## config.mk

```make
export PLATFORM = sky130hd
export DESIGN_NAME = nixie_seg_reader_flat
export DESIGN_NICKNAME = d
export VERILOG_FILES = /design/src/rtl/nixie_pkg.sv /design/src/rtl/nixie_seg_reader_if.sv /design/src/rtl/nixie_seg_lut.sv /design/src/rtl/nixie_seg_reader.sv /design/src/flat_wrapper.sv
export SDC_FILE = /design/constraint.sdc
export NUM_CORES = 1
export LEC_CHECK = 0
export CORE_MARGIN = 4
export CORE_UTILIZATION = 47
export CTS_CLUSTER_DIAMETER = 120
export DETAILED_ROUTE_END_ITERATION = 7
export GPL_ROUTABILITY_DRIVEN = 0
export GPL_TIMING_DRIVEN = 1
export PLACE_DENSITY = 0.74
export RECOVER_POWER = 100
export SETUP_SLACK_MARGIN = 0.02
export SYNTH_ARGS = -nofsm -noshare
export SYNTH_HDL_FRONTEND = slang
export SYNTH_SLANG_ARGS = --single-unit
```

## constraint.sdc

```tcl
create_clock -name clk -period 1.9 [get_ports clk]
set_input_delay 0.285 -clock clk [delete_from_list [all_inputs] [get_ports clk]]
set_output_delay 0.285 -clock clk [all_outputs]
set_load 0.005 [all_outputs]
```

## src/rtl/nixie_pkg.sv

```systemverilog
// Shared constants and FSM state type for the 7-segment digit reader.
// Segment codes are {g,f,e,d,c,b,a}, active-high.
package nixie_pkg;

    localparam logic [6:0] SEG_0     = 7'h3F;
    localparam logic [6:0] SEG_1     = 7'h06;
    localparam logic [6:0] SEG_2     = 7'h5B;
    localparam logic [6:0] SEG_3     = 7'h4F;
    localparam logic [6:0] SEG_4     = 7'h66;
    localparam logic [6:0] SEG_5     = 7'h6D;
    localparam logic [6:0] SEG_6     = 7'h7D;
    localparam logic [6:0] SEG_7     = 7'h07;
    localparam logic [6:0] SEG_8     = 7'h7F;
    localparam logic [6:0] SEG_9     = 7'h6F;
    localparam logic [6:0] SEG_A     = 7'h77;
    localparam logic [6:0] SEG_B     = 7'h7C;
    localparam logic [6:0] SEG_C     = 7'h39;
    localparam logic [6:0] SEG_D     = 7'h5E;
    localparam logic [6:0] SEG_E     = 7'h79;
    localparam logic [6:0] SEG_F     = 7'h71;
    localparam logic [6:0] SEG_BLANK = 7'h00;

    typedef enum logic [1:0] {
        ST_SETTLE = 2'd0,
        ST_LOCKED = 2'd1,
        ST_BLANK  = 2'd2
    } nixie_rd_state_t;

endpackage

```

## src/rtl/nixie_seg_reader_if.sv

```systemverilog
// Valid/ready digit-event port of the segment reader.
// The reader drives the master side, the consumer the slave side.
interface nixie_seg_reader_if;

    logic       out_valid;
    logic       out_ready;
    logic [3:0] out_digit;
    logic       out_err;

    modport master (output out_valid, output out_digit, output out_err, input out_ready);
    modport slave  (input out_valid, input out_digit, input out_err, output out_ready);

endinterface

```

## src/rtl/nixie_seg_lut.sv

```systemverilog
// Combinational 7-segment pattern to digit decoder.
// Macro NIXIE_HEX_EN: when defined, A-F patterns decode as hex digits; otherwise they are illegal.
module nixie_seg_lut
    import nixie_pkg::*;
(
    input  logic [6:0] seg,
    output logic       err,
    output logic [3:0] digit,
    output logic       blank
);

    // Anything not in the table, including A-F in decimal-only builds, reports err with digit F.
    always_comb begin
        err   = 1'b0;
        digit = 4'h0;
        blank = 1'b0;
        case (seg)
            SEG_BLANK: blank = 1'b1;
            SEG_0:     digit = 4'h0;
            SEG_1:     digit = 4'h1;
            SEG_2:     digit = 4'h2;
            SEG_3:     digit = 4'h3;
            SEG_4:     digit = 4'h4;
            SEG_5:     digit = 4'h5;
            SEG_6:     digit = 4'h6;
            SEG_7:     digit = 4'h7;
            SEG_8:     digit = 4'h8;
            SEG_9:     digit = 4'h9;
`ifdef NIXIE_HEX_EN
            SEG_A:     digit = 4'hA;
            SEG_B:     digit = 4'hB;
            SEG_C:     digit = 4'hC;
            SEG_D:     digit = 4'hD;
            SEG_E:     digit = 4'hE;
            SEG_F:     digit = 4'hF;
`endif
            default: begin
                err   = 1'b1;
                digit = 4'hF;
            end
        endcase
    end

endmodule

```

## src/rtl/nixie_seg_reader.sv

```systemverilog
// Samples an async 7-segment bus, waits for it to settle and delivers each settled digit once.
// Hex decoding of A-F is enabled by the NIXIE_HEX_EN macro (see nixie_seg_lut).
module nixie_seg_reader
    import nixie_pkg::*;
#(
    parameter int STABLE_CYCLES = 4,
    parameter int SYNC_STAGES   = 2
) (
    input  logic                      clk,
    input  logic                      rst,
    input  logic [6:0]                seg_in,
    nixie_seg_reader_if.master        out_if,
    output logic                      ovf,
    input  logic                      ovf_clr,
    output logic [1:0]                state_o
);

    localparam int CW = (STABLE_CYCLES > 1) ? $clog2(STABLE_CYCLES) : 1;
    localparam logic [CW-1:0] CNT_MAX = CW'(STABLE_CYCLES - 1);

    logic [SYNC_STAGES-1:0][6:0] sync_q;
    logic [6:0]                  seg_s;
    logic [6:0]                  seg_q;
    logic [CW-1:0]               cnt, cnt_n;
    nixie_rd_state_t             state, state_n;
    logic                        emit;
    logic                        lut_err, lut_blank;
    logic [3:0]                  lut_digit;

    assign seg_s   = sync_q[SYNC_STAGES-1];
    assign state_o = state;

    nixie_seg_lut u_lut (
        .seg   (seg_s),
        .err   (lut_err),
        .digit (lut_digit),
        .blank (lut_blank)
    );

    always_ff @(posedge clk or posedge rst) begin
        if (rst) begin
            sync_q <= '0;
            seg_q  <= '0;
            cnt    <= '0;
            state  <= ST_SETTLE;
        end else begin
            sync_q <= {sync_q[SYNC_STAGES-2:0], seg_in};
            seg_q  <= seg_s;
            cnt    <= cnt_n;
            state  <= state_n;
        end
    end

    // The event fires on the edge where the count reaches its limit, so the FSM and holding register move together.
    always_comb begin
        state_n = state;
        cnt_n   = cnt;
        emit    = 1'b0;
        case (state)
            ST_SETTLE: begin
                if (seg_s != seg_q) begin
                    cnt_n = '0;
                end else begin
                    if (cnt != CNT_MAX) cnt_n = cnt + CW'(1);
                    if (cnt_n == CNT_MAX) begin
                        if (lut_blank) begin
                            state_n = ST_BLANK;
                        end else begin
                            state_n = ST_LOCKED;
                            emit    = 1'b1;
                        end
                    end
                end
            end
            default: begin
                if (seg_s != seg_q) begin
                    state_n = ST_SETTLE;
                    cnt_n   = '0;
                end
            end
        endcase
    end

    always_ff @(posedge clk or posedge rst) begin
        if (rst) begin
            out_if.out_valid <= 1'b0;
            out_if.out_digit <= 4'h0;
            out_if.out_err   <= 1'b0;
            ovf              <= 1'b0;
        end else begin
            if (emit && (!out_if.out_valid || out_if.out_ready)) begin
                out_if.out_valid <= 1'b1;
                out_if.out_digit <= lut_digit;
                out_if.out_err   <= lut_err;
            end else if (out_if.out_valid && out_if.out_ready) begin
                out_if.out_valid <= 1'b0;
            end
            if (emit && out_if.out_valid && !out_if.out_ready) begin
                ovf <= 1'b1;
            end else if (ovf_clr) begin
                ovf <= 1'b0;
            end
        end
    end

endmodule

```

## src/flat_wrapper.sv

```systemverilog
// flat-port wrapper written by rule: the top's interface ports become plain ports
module nixie_seg_reader_flat import nixie_pkg::*;
#(
    parameter int STABLE_CYCLES = 4,
    parameter int SYNC_STAGES   = 2
)
  (clk, rst, seg_in, ovf, ovf_clr, state_o, out_if_out_valid, out_if_out_digit, out_if_out_err, out_if_out_ready);
  nixie_seg_reader_if out_if_i ();
  input  logic clk;
  input  logic rst;
  input  logic [6:0] seg_in;
  output logic ovf;
  input  logic ovf_clr;
  output logic [1:0] state_o;
  output wire logic [$bits(out_if_i.out_valid)-1:0] out_if_out_valid;
  output wire logic [$bits(out_if_i.out_digit)-1:0] out_if_out_digit;
  output wire logic [$bits(out_if_i.out_err)-1:0] out_if_out_err;
  input wire logic [$bits(out_if_i.out_ready)-1:0] out_if_out_ready;
  assign out_if_out_valid = out_if_i.out_valid;
  assign out_if_out_digit = out_if_i.out_digit;
  assign out_if_out_err = out_if_i.out_err;
  assign out_if_i.out_ready = out_if_out_ready;
  nixie_seg_reader #(.STABLE_CYCLES(STABLE_CYCLES), .SYNC_STAGES(SYNC_STAGES)) u_core (.clk(clk), .rst(rst), .seg_in(seg_in), .out_if(out_if_i), .ovf(ovf), .ovf_clr(ovf_clr), .state_o(state_o));
endmodule
```

==> flow_metrics.env, run 1 <==
export IMPL_crit_required_ns=2.11
export IMPL_dpl_instance_area_mm2=0.001541
export IMPL_antenna_found_initial=0
export IMPL_grt_max_degree=33
export IMPL_worst_path_largest_cell_delay_ns=0.46
export IMPL_grt_usage_pct=13.28
export IMPL_ios=20
export IMPL_worst_path_buf_inv=0
export IMPL_holdWs_ns=0.3545
export IMPL_port_buffers=19
export IMPL_ys_ff_latch=32
export IMPL_crit_path_end_kind="register"
export IMPL_die_height_um=61.35
export IMPL_min_path_type="register to register"
export IMPL_area_delta_synth_final_pct=23.48
export IMPL_layout_setup_ws_ns=0.1489
export IMPL_r2r_slack_ns=0.15
export IMPL_start_util_pct=48.92
export IMPL_layout_commonest_cell="dfrtp_1"
export IMPL_cts_root_buffer="clkbuf_4"
export IMPL_routedWlPerCell_um=13.56
export IMPL_clockBufferDepth=2
export IMPL_num_antenna_cells=0
export IMPL_slowest_stage="dfrtp_2"
export IMPL_holdPathStages=0
export IMPL_p_per_area_mw_per_mm2=794.7
export IMPL_path_clk_slew_ns=0.09
export IMPL_min_delay_start="u_core.sync_q[1]$_DFF_PP0_"
export IMPL_period_minus_slack_ns=1.751
export IMPL_routed_via_count=850
export IMPL_synth_seq_area_share_pct=59.87
export IMPL_cts_buffers=5
export IMPL_grt_pass1_wl_mm=3.491
export IMPL_leakagePower_nw=0.7650
export IMPL_grt_overflow=0
export IMPL_dieArea_mm2=0.003763
export IMPL_cp_arrival_ns=1.96
export IMPL_drc_errors=0
export IMPL_critical_path_class="register to register"
export IMPL_die_w_um=61.35
export IMPL_finalMaxSlewViolations=0
export IMPL_path_delay_family="simple AND/OR/NAND/NOR gates"
export IMPL_core_mm2=0.002734
export IMPL_drive_gt1_share_pct=20.45
export IMPL_yosys_area_top_type="dfrtp_1"
export IMPL_clock_fmax_mhz=571.1
export IMPL_yosys_top_cells_area="dfrtp_1, mux2_4, xor2_1"
export IMPL_fillers=220
export IMPL_synth_top_area_share_pct=59.87
export IMPL_peakVddDrop_v=0.0006310
export IMPL_setup_tns_ns=0
export IMPL_final_area_mm2=0.001652
export IMPL_r2r_cells=5
export IMPL_pre_cts_slack_ns=0.09657
export IMPL_rsz0062_at_grt="false"
export IMPL_first_global_vias=781
export IMPL_nets=142
export IMPL_cp_max_fo=6
export IMPL_cp_cell_sequence="xor2_1 > nor4_4 > nand4_2 > nand2b_4 > mux2_4"
export IMPL_ant_nets=0
export IMPL_drt_initial_drc_count=23
export IMPL_post_dp_hpwl_mm=1.501
export IMPL_cts_tree="built"
export IMPL_final_cell_mix="dfrtp_1, dlygate4sd3_1, nand2_1, xor2_1, nor2_1"
export IMPL_worstSkewPairLatency_ns=0.32
export IMPL_max_cap_violations=0
export IMPL_yosysWarnings=0
export IMPL_period_share_pct=92.16
export IMPL_cts_max_level=2
export IMPL_synth_cell_types=35
export IMPL_final_core_utilization_pct=60.41
export IMPL_hold_viol_final=0
export IMPL_timing_rr_start="u_core.seg_s[6]$_DFF_PP0_"
export IMPL_cp_startpoint="u_core.seg_s[6]$_DFF_PP0_"
export IMPL_totalWireLength_mm=2.210
export IMPL_dr_pass1_iters=4
export IMPL_path_depth=5
export IMPL_synth_flop_cell="dfrtp_1"
export IMPL_fin_skew_ns=0.004312
export IMPL_synth_edff_count=0
export IMPL_syn_nets=117
export IMPL_fp_row_count=19
export IMPL_synthCells=106
export IMPL_async_flop_share_pct=100.0
export IMPL_synth_area_mm2=0.001338
export IMPL_avgSynthCellArea_um2=12.62
export IMPL_start_kind="register"
export IMPL_finalSetupViolCount=0
export IMPL_tightest_slew_ns=0.7428
export IMPL_status="finished, final reports clean"
export IMPL_clock_sinks=32
export IMPL_relSlewSlack_pct=50.48
export IMPL_vias_per_cell=5.215
## registers in the layout, summed over array words and instances, names as in the netlist
signal and count:
u_core.sync_q 7, u_core.ovf 1, u_core.state_o 2, u_core.out_if.out_err 1, u_core.seg_q 7, u_core.cnt 2, u_core.seg_s 7, u_core.out_if.out_digit 4
u_core.out_if.out_valid 1
## report_power, final
part / internal [W] / switching (W)
clock network: 0.000276 / 0.000216
logic: 0.0000460 / 0.0000449
registers: 0.000704 / 0.0000255
total: 0.00103 / 0.000287
## layer usage
metal	wire length [um]	global-route usage [%]	vias up	share of wire [%]
li1	-	-	416	-
met3	178	5.031	6	8.1
met1	890	14.97	397	40
met5	0	0	-	0
met2	1088	21.75	31	49
met4	53	7.273	0	2.4
## final timing paths
| check | to |
|---|---|
| hold reg to reg | u_core.seg_s[1]$_DFF_PP0_ |
| setup / recovery | u_core.out_if.out_digit[0]$_DFFE_PP0P_ |
| setup reg to reg | u_core.out_if.out_digit[0]$_DFFE_PP0P_ |
| min in group asynchronous | u_core.sync_q[2]$_DFF_PP0_ |
| max in group asynchronous | u_core.seg_s[0]$_DFF_PP0_ |
| hold / removal | u_core.seg_s[1]$_DFF_PP0_ |
## Yosys cell counts (all sizes together), types with 3 or more instances
| library cell | n |
|---|---|
| xor2 | 7 |
| clkbuf | 4 |
| nand2 | 10 |
| buf | 4 |
| o2111ai | 4 |
| nand2b | 3 |
| inv | 3 |
| nor2 | 6 |
| nand3b | 3 |
| mux2 | 4 |
| dfrtp | 32 |
## logic make-up (layout without fill, tap and decap cells)
kind of cell	Yosys count	after routing	share of synthesized area, %
AOI/OAI and AO/OA	14	14	7.671
xor gates and xnor gates	9	9	6.455
buffers and inverters	11	37	4.396
DFF	32	32	59.87
muxes	5	5	5.239
and+or+nand+nor	35	35	16.37
## area by class of cell
| cell class | count | area, um2 | area share [%] |
|---|---|---|---|
| multi-input combinational | 63 | 483.0 | 29.24 |
| inverter | 3 | 11.26 | 0.6818 |
| clock buffer | 6 | 41.29 | 2.500 |
| clock inverter | 2 | 35.03 | 2.121 |
| timing repair buffer | 26 | 236.5 | 14.32 |
| sequential | 32 | 805.8 | 48.79 |
| tap | 31 | 38.79 | 2.348 |
## per-stage QoR
stage,instances,power [W]
6_report,163,0.001312
5_1_grt,163,0.001372
4_1_cts,159,0.001326
3_5_place_dp,151,0.0008304
3_3_place_gp,151,0.0008257
2_1_floorplan,106,0.0007978
## timing repair
item	in CTS	in global routing
resized for setup	0	7
hold buffers	0	0
endpoints found under the setup margin	0	4
setup buffers	0	4
(Power assumes the default switching activity.)
==> run 2: changes to the inputs <==
--- a/config.mk
+++ b/config.mk
@@ -13,7 +13,7 @@
 export GPL_TIMING_DRIVEN = 1
 export PLACE_DENSITY = 0.74
 export RECOVER_POWER = 100
-export SETUP_SLACK_MARGIN = 0.02
+export SKIP_CTS_REPAIR_TIMING = 1
 export SYNTH_ARGS = -nofsm -noshare
 export SYNTH_HDL_FRONTEND = slang
 export SYNTH_SLANG_ARGS = --single-unit
==> run 2 against run 1 <==
Net effect: clock power barely moved; combinational power fell by 9.7%; non-clock buffer count fell by 4; sequential share of layout area rose by 0.67 points; global-route usage did not move; highest routed layer unchanged; via count fell by 1.9%; sequential power barely moved; first-iteration DRC count rose by 52%; register-to-register slack got worse by 0.04 ns; count of clock-buffer cells in the layout did not move; die area did not move.
==> flow_metrics.env, run 2 (synthesis gave the netlist of run 1 again) <==
export IMPL_status="finished, final reports clean"
export IMPL_min_path_type="primary input to asynchronous set/reset pin"
export IMPL_fin_skew_ns=0.004587
export IMPL_p_switching_w=0.0002864
export IMPL_finalSetupViolCount=0
export IMPL_drt_initial_drc_count=35
export IMPL_period_minus_slack_ns=1.788
export IMPL_start_kind="register"
export IMPL_leakagePower_nw=0.7244
export IMPL_grt_pass1_wl_mm=3.491
export IMPL_first_global_vias=781
export IMPL_drive_gt1_share_pct=17.97
export IMPL_cts_root_buffer="clkbuf_4"
export IMPL_seq_area_um2=804.5
export IMPL_grt_usage_pct=13.28
export IMPL_dieArea_mm2=0.003763
export IMPL_dp_cells=151
export IMPL_p_per_area_mw_per_mm2=803.9
export IMPL_antenna_found_initial=0
export IMPL_port_buffers=19
export IMPL_layout_commonest_cell="dfrtp_1"
export IMPL_cp_max_fo=11
export IMPL_nets=138
export IMPL_r2r_cells=5
export IMPL_relSlewSlack_pct=72.88
export IMPL_p_comb_share_pct=6.3
export IMPL_fillers=222
export IMPL_routedWlPerCell_um=13.38
export IMPL_die_w_um=61.35
export IMPL_num_antenna_cells=0
export IMPL_power_w=0.001308
export IMPL_r2r_end="u_core.out_if.out_digit[0]$_DFFE_PP0P_"
export IMPL_multiInputGateArea_um2=483.0
export IMPL_drc_errors=0
export IMPL_timing_rr_start="u_core.seg_s[0]$_DFF_PP0_"
export IMPL_cts_max_level=2
export IMPL_vias_per_cell=5.245
export IMPL_layout_setup_ws_ns=0.1124
export IMPL_cts_tree="built"
export IMPL_tightest_slew_ns=0.4068
export IMPL_crit_path_end_kind="register"
export IMPL_ant_nets=0
export IMPL_finalMaxSlewViolations=0
export IMPL_grt_max_degree=33
export IMPL_peakVddDrop_v=0.0006615
export IMPL_clockBufferDepth=2
export IMPL_fp_row_count=19
export IMPL_path_clk_slew_ns=0.09
export IMPL_cts_buffers=5
export IMPL_crit_required_ns=2.11
export IMPL_p_seq_share_pct=56.0
export IMPL_worstSkewPairLatency_ns=0.32
export IMPL_clock_fmax_mhz=559.4
export IMPL_period_share_pct=94.08
export IMPL_routed_via_count=834
export IMPL_p_int_w=0.001021
export IMPL_final_cell_mix="dfrtp_1, clkdlybuf4s50_1, nand2_1, xor2_1, dlygate4sd3_1"
export IMPL_area_delta_synth_final_pct=21.61
export IMPL_cp_arrival_ns=2.00
export IMPL_ios=20
export IMPL_dr_pass1_iters=4
export IMPL_p_sw_share_pct=21.90
export IMPL_hold_viol_final=0
export IMPL_core_mm2=0.002734
export IMPL_pre_cts_slack_ns=0.09657
export IMPL_totalWireLength_mm=2.127
export IMPL_grt_overflow=0
export IMPL_post_dp_hpwl_mm=1.501
export IMPL_clock_sinks=32
export IMPL_clkPwrFrac_pct=37.8
export IMPL_critical_path_class="register to register"
export IMPL_start_util_pct=48.92
export IMPL_max_cap_violations=0
export IMPL_cp_startpoint="u_core.seg_s[0]$_DFF_PP0_"
export IMPL_die_height_um=61.35
export IMPL_layout_cells_non_filler=159
export IMPL_r2r_slack_ns=0.11
==> run 2: area by class of cell <==
cell class / count / share of cell area (%)
Clock buffer: 6 / 2.538
Timing Repair Buffer: 22 / 13.08
Multi-Input combinational cell: 63 / 29.69
Tap cell: 31 / 2.385
Inverter: 3 / 0.6923
Sequential cell: 32 / 49.46
Clock inverter: 2 / 2.154
==> run 2: how the worst max path moves through the flow <==
stage                                                   to  slack (ns)  cells past startpoint
floorplan           u_core.out_if.out_digit[0]$_DFFE_PP0P_        0.06                      7
global placement    u_core.out_if.out_digit[2]$_DFFE_PP0P_        0.13                      5
detailed placement  u_core.out_if.out_digit[0]$_DFFE_PP0P_         0.1                      5
CTS                 u_core.out_if.out_digit[0]$_DFFE_PP0P_        0.07                      5
global route        u_core.out_if.out_digit[3]$_DFFE_PP0P_      -0.002                      5
finish              u_core.out_if.out_digit[0]$_DFFE_PP0P_        0.11                      5
==> run 2: through the flow <==
stage / hold slack, ns / TNS, ns / utilization (%) / instance area, um2
2_1_floorplan: 0.3164 / 0 / - / 1338
3_3_place_gp: 0.3312 / 0 / 56.38 / 1541
3_5_place_dp: 0.3347 / 0 / 56.38 / 1541
4_1_cts: 0.3374 / 0 / 59.18 / 1618
5_1_grt: 0.3621 / -0.001906 / 59.50 / 1627
6_report: 0.3375 / 0 / 59.50 / 1627
==> run 2: metal layers <==
metal	track usage, %	vias up	share of wire [%]
met3	5.031	6	8.1
li1	-	405	-
met4	7.273	0	2.2
met2	21.75	34	50
met5	0	-	0
met1	14.97	389	40
==> run 2: power groups by stage <==
stage / Combinational [W] / Sequential (W) / Clock, W
6_report: 0.0000821 / 0.000732 / 0.000494
5_1_grt: 0.0000924 / 0.000736 / 0.000538
4_1_cts: 0.0000865 / 0.000730 / 0.000509
3_5_place_dp: 0.0000864 / 0.000744 / 0
3_3_place_gp: 0.0000836 / 0.000742 / 0
2_1_floorplan: 0.0000739 / 0.000724 / 0
==> run 2: worst max-delay path, cell delays in order, from the launching register on <==
cell	delay (ns)
dfrtp_1	0.54
xor2_1	0.21
nor3_2	0.29
nand4_2	0.12
nand2b_4	0.20
mux2_4	0.31
==> run 3: changes to the inputs <==
--- a/config.mk
+++ b/config.mk
@@ -5,7 +5,7 @@
 export SDC_FILE = /design/constraint.sdc
 export NUM_CORES = 1
 export LEC_CHECK = 0
-export CORE_MARGIN = 4
+export CORE_MARGIN = 2
 export CORE_UTILIZATION = 47
 export CTS_CLUSTER_DIAMETER = 120
 export DETAILED_ROUTE_END_ITERATION = 7
==> run 3 against run 2 <==
Net effect: non-clock buffer count is the same; die area shrank 13%; largest power group unchanged; critical endpoint is now u_core.out_if.out_digit[1]$_DFFE_PP0P_; maximum frequency shrank 0.97%.
==> flow_metrics.env, run 3 (synthesis gave the netlist of run 1 again) <==
export IMPL_status="finished, final reports clean"
export IMPL_final_cell_mix="dfrtp_1, dlygate4sd3_1, nand2_1, xor2_1, nor2_1"
export IMPL_die_height_um=57.35
export IMPL_tightest_slew_ns=0.7509
export IMPL_dp_cells=151
export IMPL_holdPathStages=0
export IMPL_max_cap_violations=0
export IMPL_dr_pass1_iters=4
export IMPL_dieArea_mm2=0.003288
export IMPL_cts_root_buffer="clkbuf_4"
export IMPL_fillers=225
export IMPL_vias_per_cell=5.189
export IMPL_cts_buffers=5
export IMPL_first_global_vias=816
export IMPL_die_w_um=57.35
export IMPL_num_antenna_cells=0
export IMPL_worst_path_buf_inv=0
export IMPL_power_w=0.001335
export IMPL_leakagePower_nw=0.7478
export IMPL_path_clk_slew_ns=0.11
export IMPL_cts_max_level=2
export IMPL_crit_required_ns=2.12
export IMPL_core_mm2=0.002734
export IMPL_slowest_stage="dfrtp_1"
export IMPL_clockBufferDepth=2
export IMPL_cp_cell_sequence="nor4b_1 > o2111ai_1 > a32o_1 > mux2_4"
export IMPL_nets=138
export IMPL_ios=20
export IMPL_r2r_cells=4
export IMPL_path_delay_family="compound AO/OA/AOI/OAI gates"
export IMPL_antenna_found_initial=0
export IMPL_period_share_pct=95.01
export IMPL_path_depth=4
export IMPL_cts_tree="built"
export IMPL_port_buffers=19
export IMPL_grt_overflow=0
export IMPL_start_util_pct=48.92
export IMPL_start_kind="register"
export IMPL_crit_path_end_kind="register"
export IMPL_hold_viol_final=0
export IMPL_p_per_area_mw_per_mm2=823.7
export IMPL_routed_via_count=825
export IMPL_totalWireLength_mm=2.036
export IMPL_pre_cts_slack_ns=0.08919
export IMPL_area_delta_synth_final_pct=21.14
export IMPL_min_path_type="register to register"
export IMPL_rsz0062_at_grt="false"
export IMPL_drc_errors=0
export IMPL_r2r_slack_ns=0.09
export IMPL_drt_initial_drc_count=35
export IMPL_layout_commonest_cell="dfrtp_1"
export IMPL_clock_sinks=32
export IMPL_critical_path_class="register to register"
export IMPL_finalMaxSlewViolations=0
export IMPL_finalSetupViolCount=0
export IMPL_drive_gt1_share_pct=15.63
export IMPL_grt_max_degree=33
export IMPL_worst_path_largest_cell_delay_ns=0.52
export IMPL_period_minus_slack_ns=1.805
export IMPL_setup_tns_ns=0
export IMPL_peakVddDrop_v=0.0009893
export IMPL_layout_cells_non_filler=159
export IMPL_holdWs_ns=0.3500
export IMPL_multiInputGateArea_um2=478.0
export IMPL_seq_area_um2=802.0
export IMPL_routedWlPerCell_um=12.81
export IMPL_layout_setup_ws_ns=0.09484
export IMPL_ant_nets=0
export IMPL_cp_max_fo=11
export IMPL_clock_fmax_mhz=554.0
export IMPL_fin_skew_ns=0.01324
export IMPL_grt_usage_pct=14.74
export IMPL_relSlewSlack_pct=49.94
export IMPL_worstSkewPairLatency_ns=0.34
export IMPL_post_dp_hpwl_mm=1.446
export IMPL_fp_row_count=19
export IMPL_grt_pass1_wl_mm=3.629
export IMPL_cp_arrival_ns=2.03
run 3: cell count changes in the layout (fill, tap and decap cells not counted), sizes merged:
| cell | before | now |
|---|---|---|
| clkdlybuf4s50 | 12 | 2 |
| dlygate4sd3 | 7 | 17 |
| buf | 3 | 1 |
| clkbuf | 6 | 7 |
| clkinv | 1 | 0 |
| clkinvlp | 0 | 1 |
| inv | 3 | 4 |
run 3: where the power goes:
group          switching [W]  internal (W)
sequential         0.0000275      0.000703
combinational      0.0000395     0.0000406
clock               0.000243      0.000281
total               0.000310       0.00102
run 3: path summary, 6_finish.rpt:
path,start,endpoint
max,u_core.seg_s[0]$_DFF_PP0_,u_core.out_if.out_digit[1]$_DFFE_PP0P_
min,u_core.sync_q[3]$_DFF_PP0_,u_core.seg_s[3]$_DFF_PP0_
max reg2reg,u_core.seg_s[0]$_DFF_PP0_,u_core.out_if.out_digit[1]$_DFFE_PP0P_
min reg2reg,u_core.sync_q[3]$_DFF_PP0_,u_core.seg_s[3]$_DFF_PP0_
max in group asynchronous,rst,u_core.seg_s[6]$_DFF_PP0_
min in group asynchronous,rst,u_core.seg_s[3]$_DFF_PP0_
run 3: cell type report:
class	count	area share [%]
inverters	3	0.6950
well taps	31	2.394
clock buffers	5	2.317
repair buffers	22	12.74
multi-input cells	63	29.50
clock inverters	3	2.857
flip-flops and latches	32	49.50
run 3: per-layer routing:
metal  vias up  global-route usage [%]  routed length, um  part of all wire [%]
li1        409                       -                  -                     -
met1       387                   18.13                891                    44
met2        23                   22.56                972                    48
met3         6                   4.989                113                   5.6
met4         0                   8.638                 57                   2.8
met5         -                       0                  0                     0
run 3: per-stage QoR:
stage          utilization (%)  instance area (um2)
5_1_grt                  59.27                 1620
2_1_floorplan                -                 1338
3_5_place_dp             56.38                 1541
3_3_place_gp             56.38                 1541
6_report                 59.27                 1620
4_1_cts                  59.45                 1625
run 3: worst reg2reg max path, delay by kind of cell (launching register included):
kind / cells / cell delay, ns
multiplexers: 1 / 0.26
AO/OA/AOI/OAI: 2 / 0.53
flip-flops: 1 / 0.52
AND/OR/NAND/NOR: 1 / 0.37
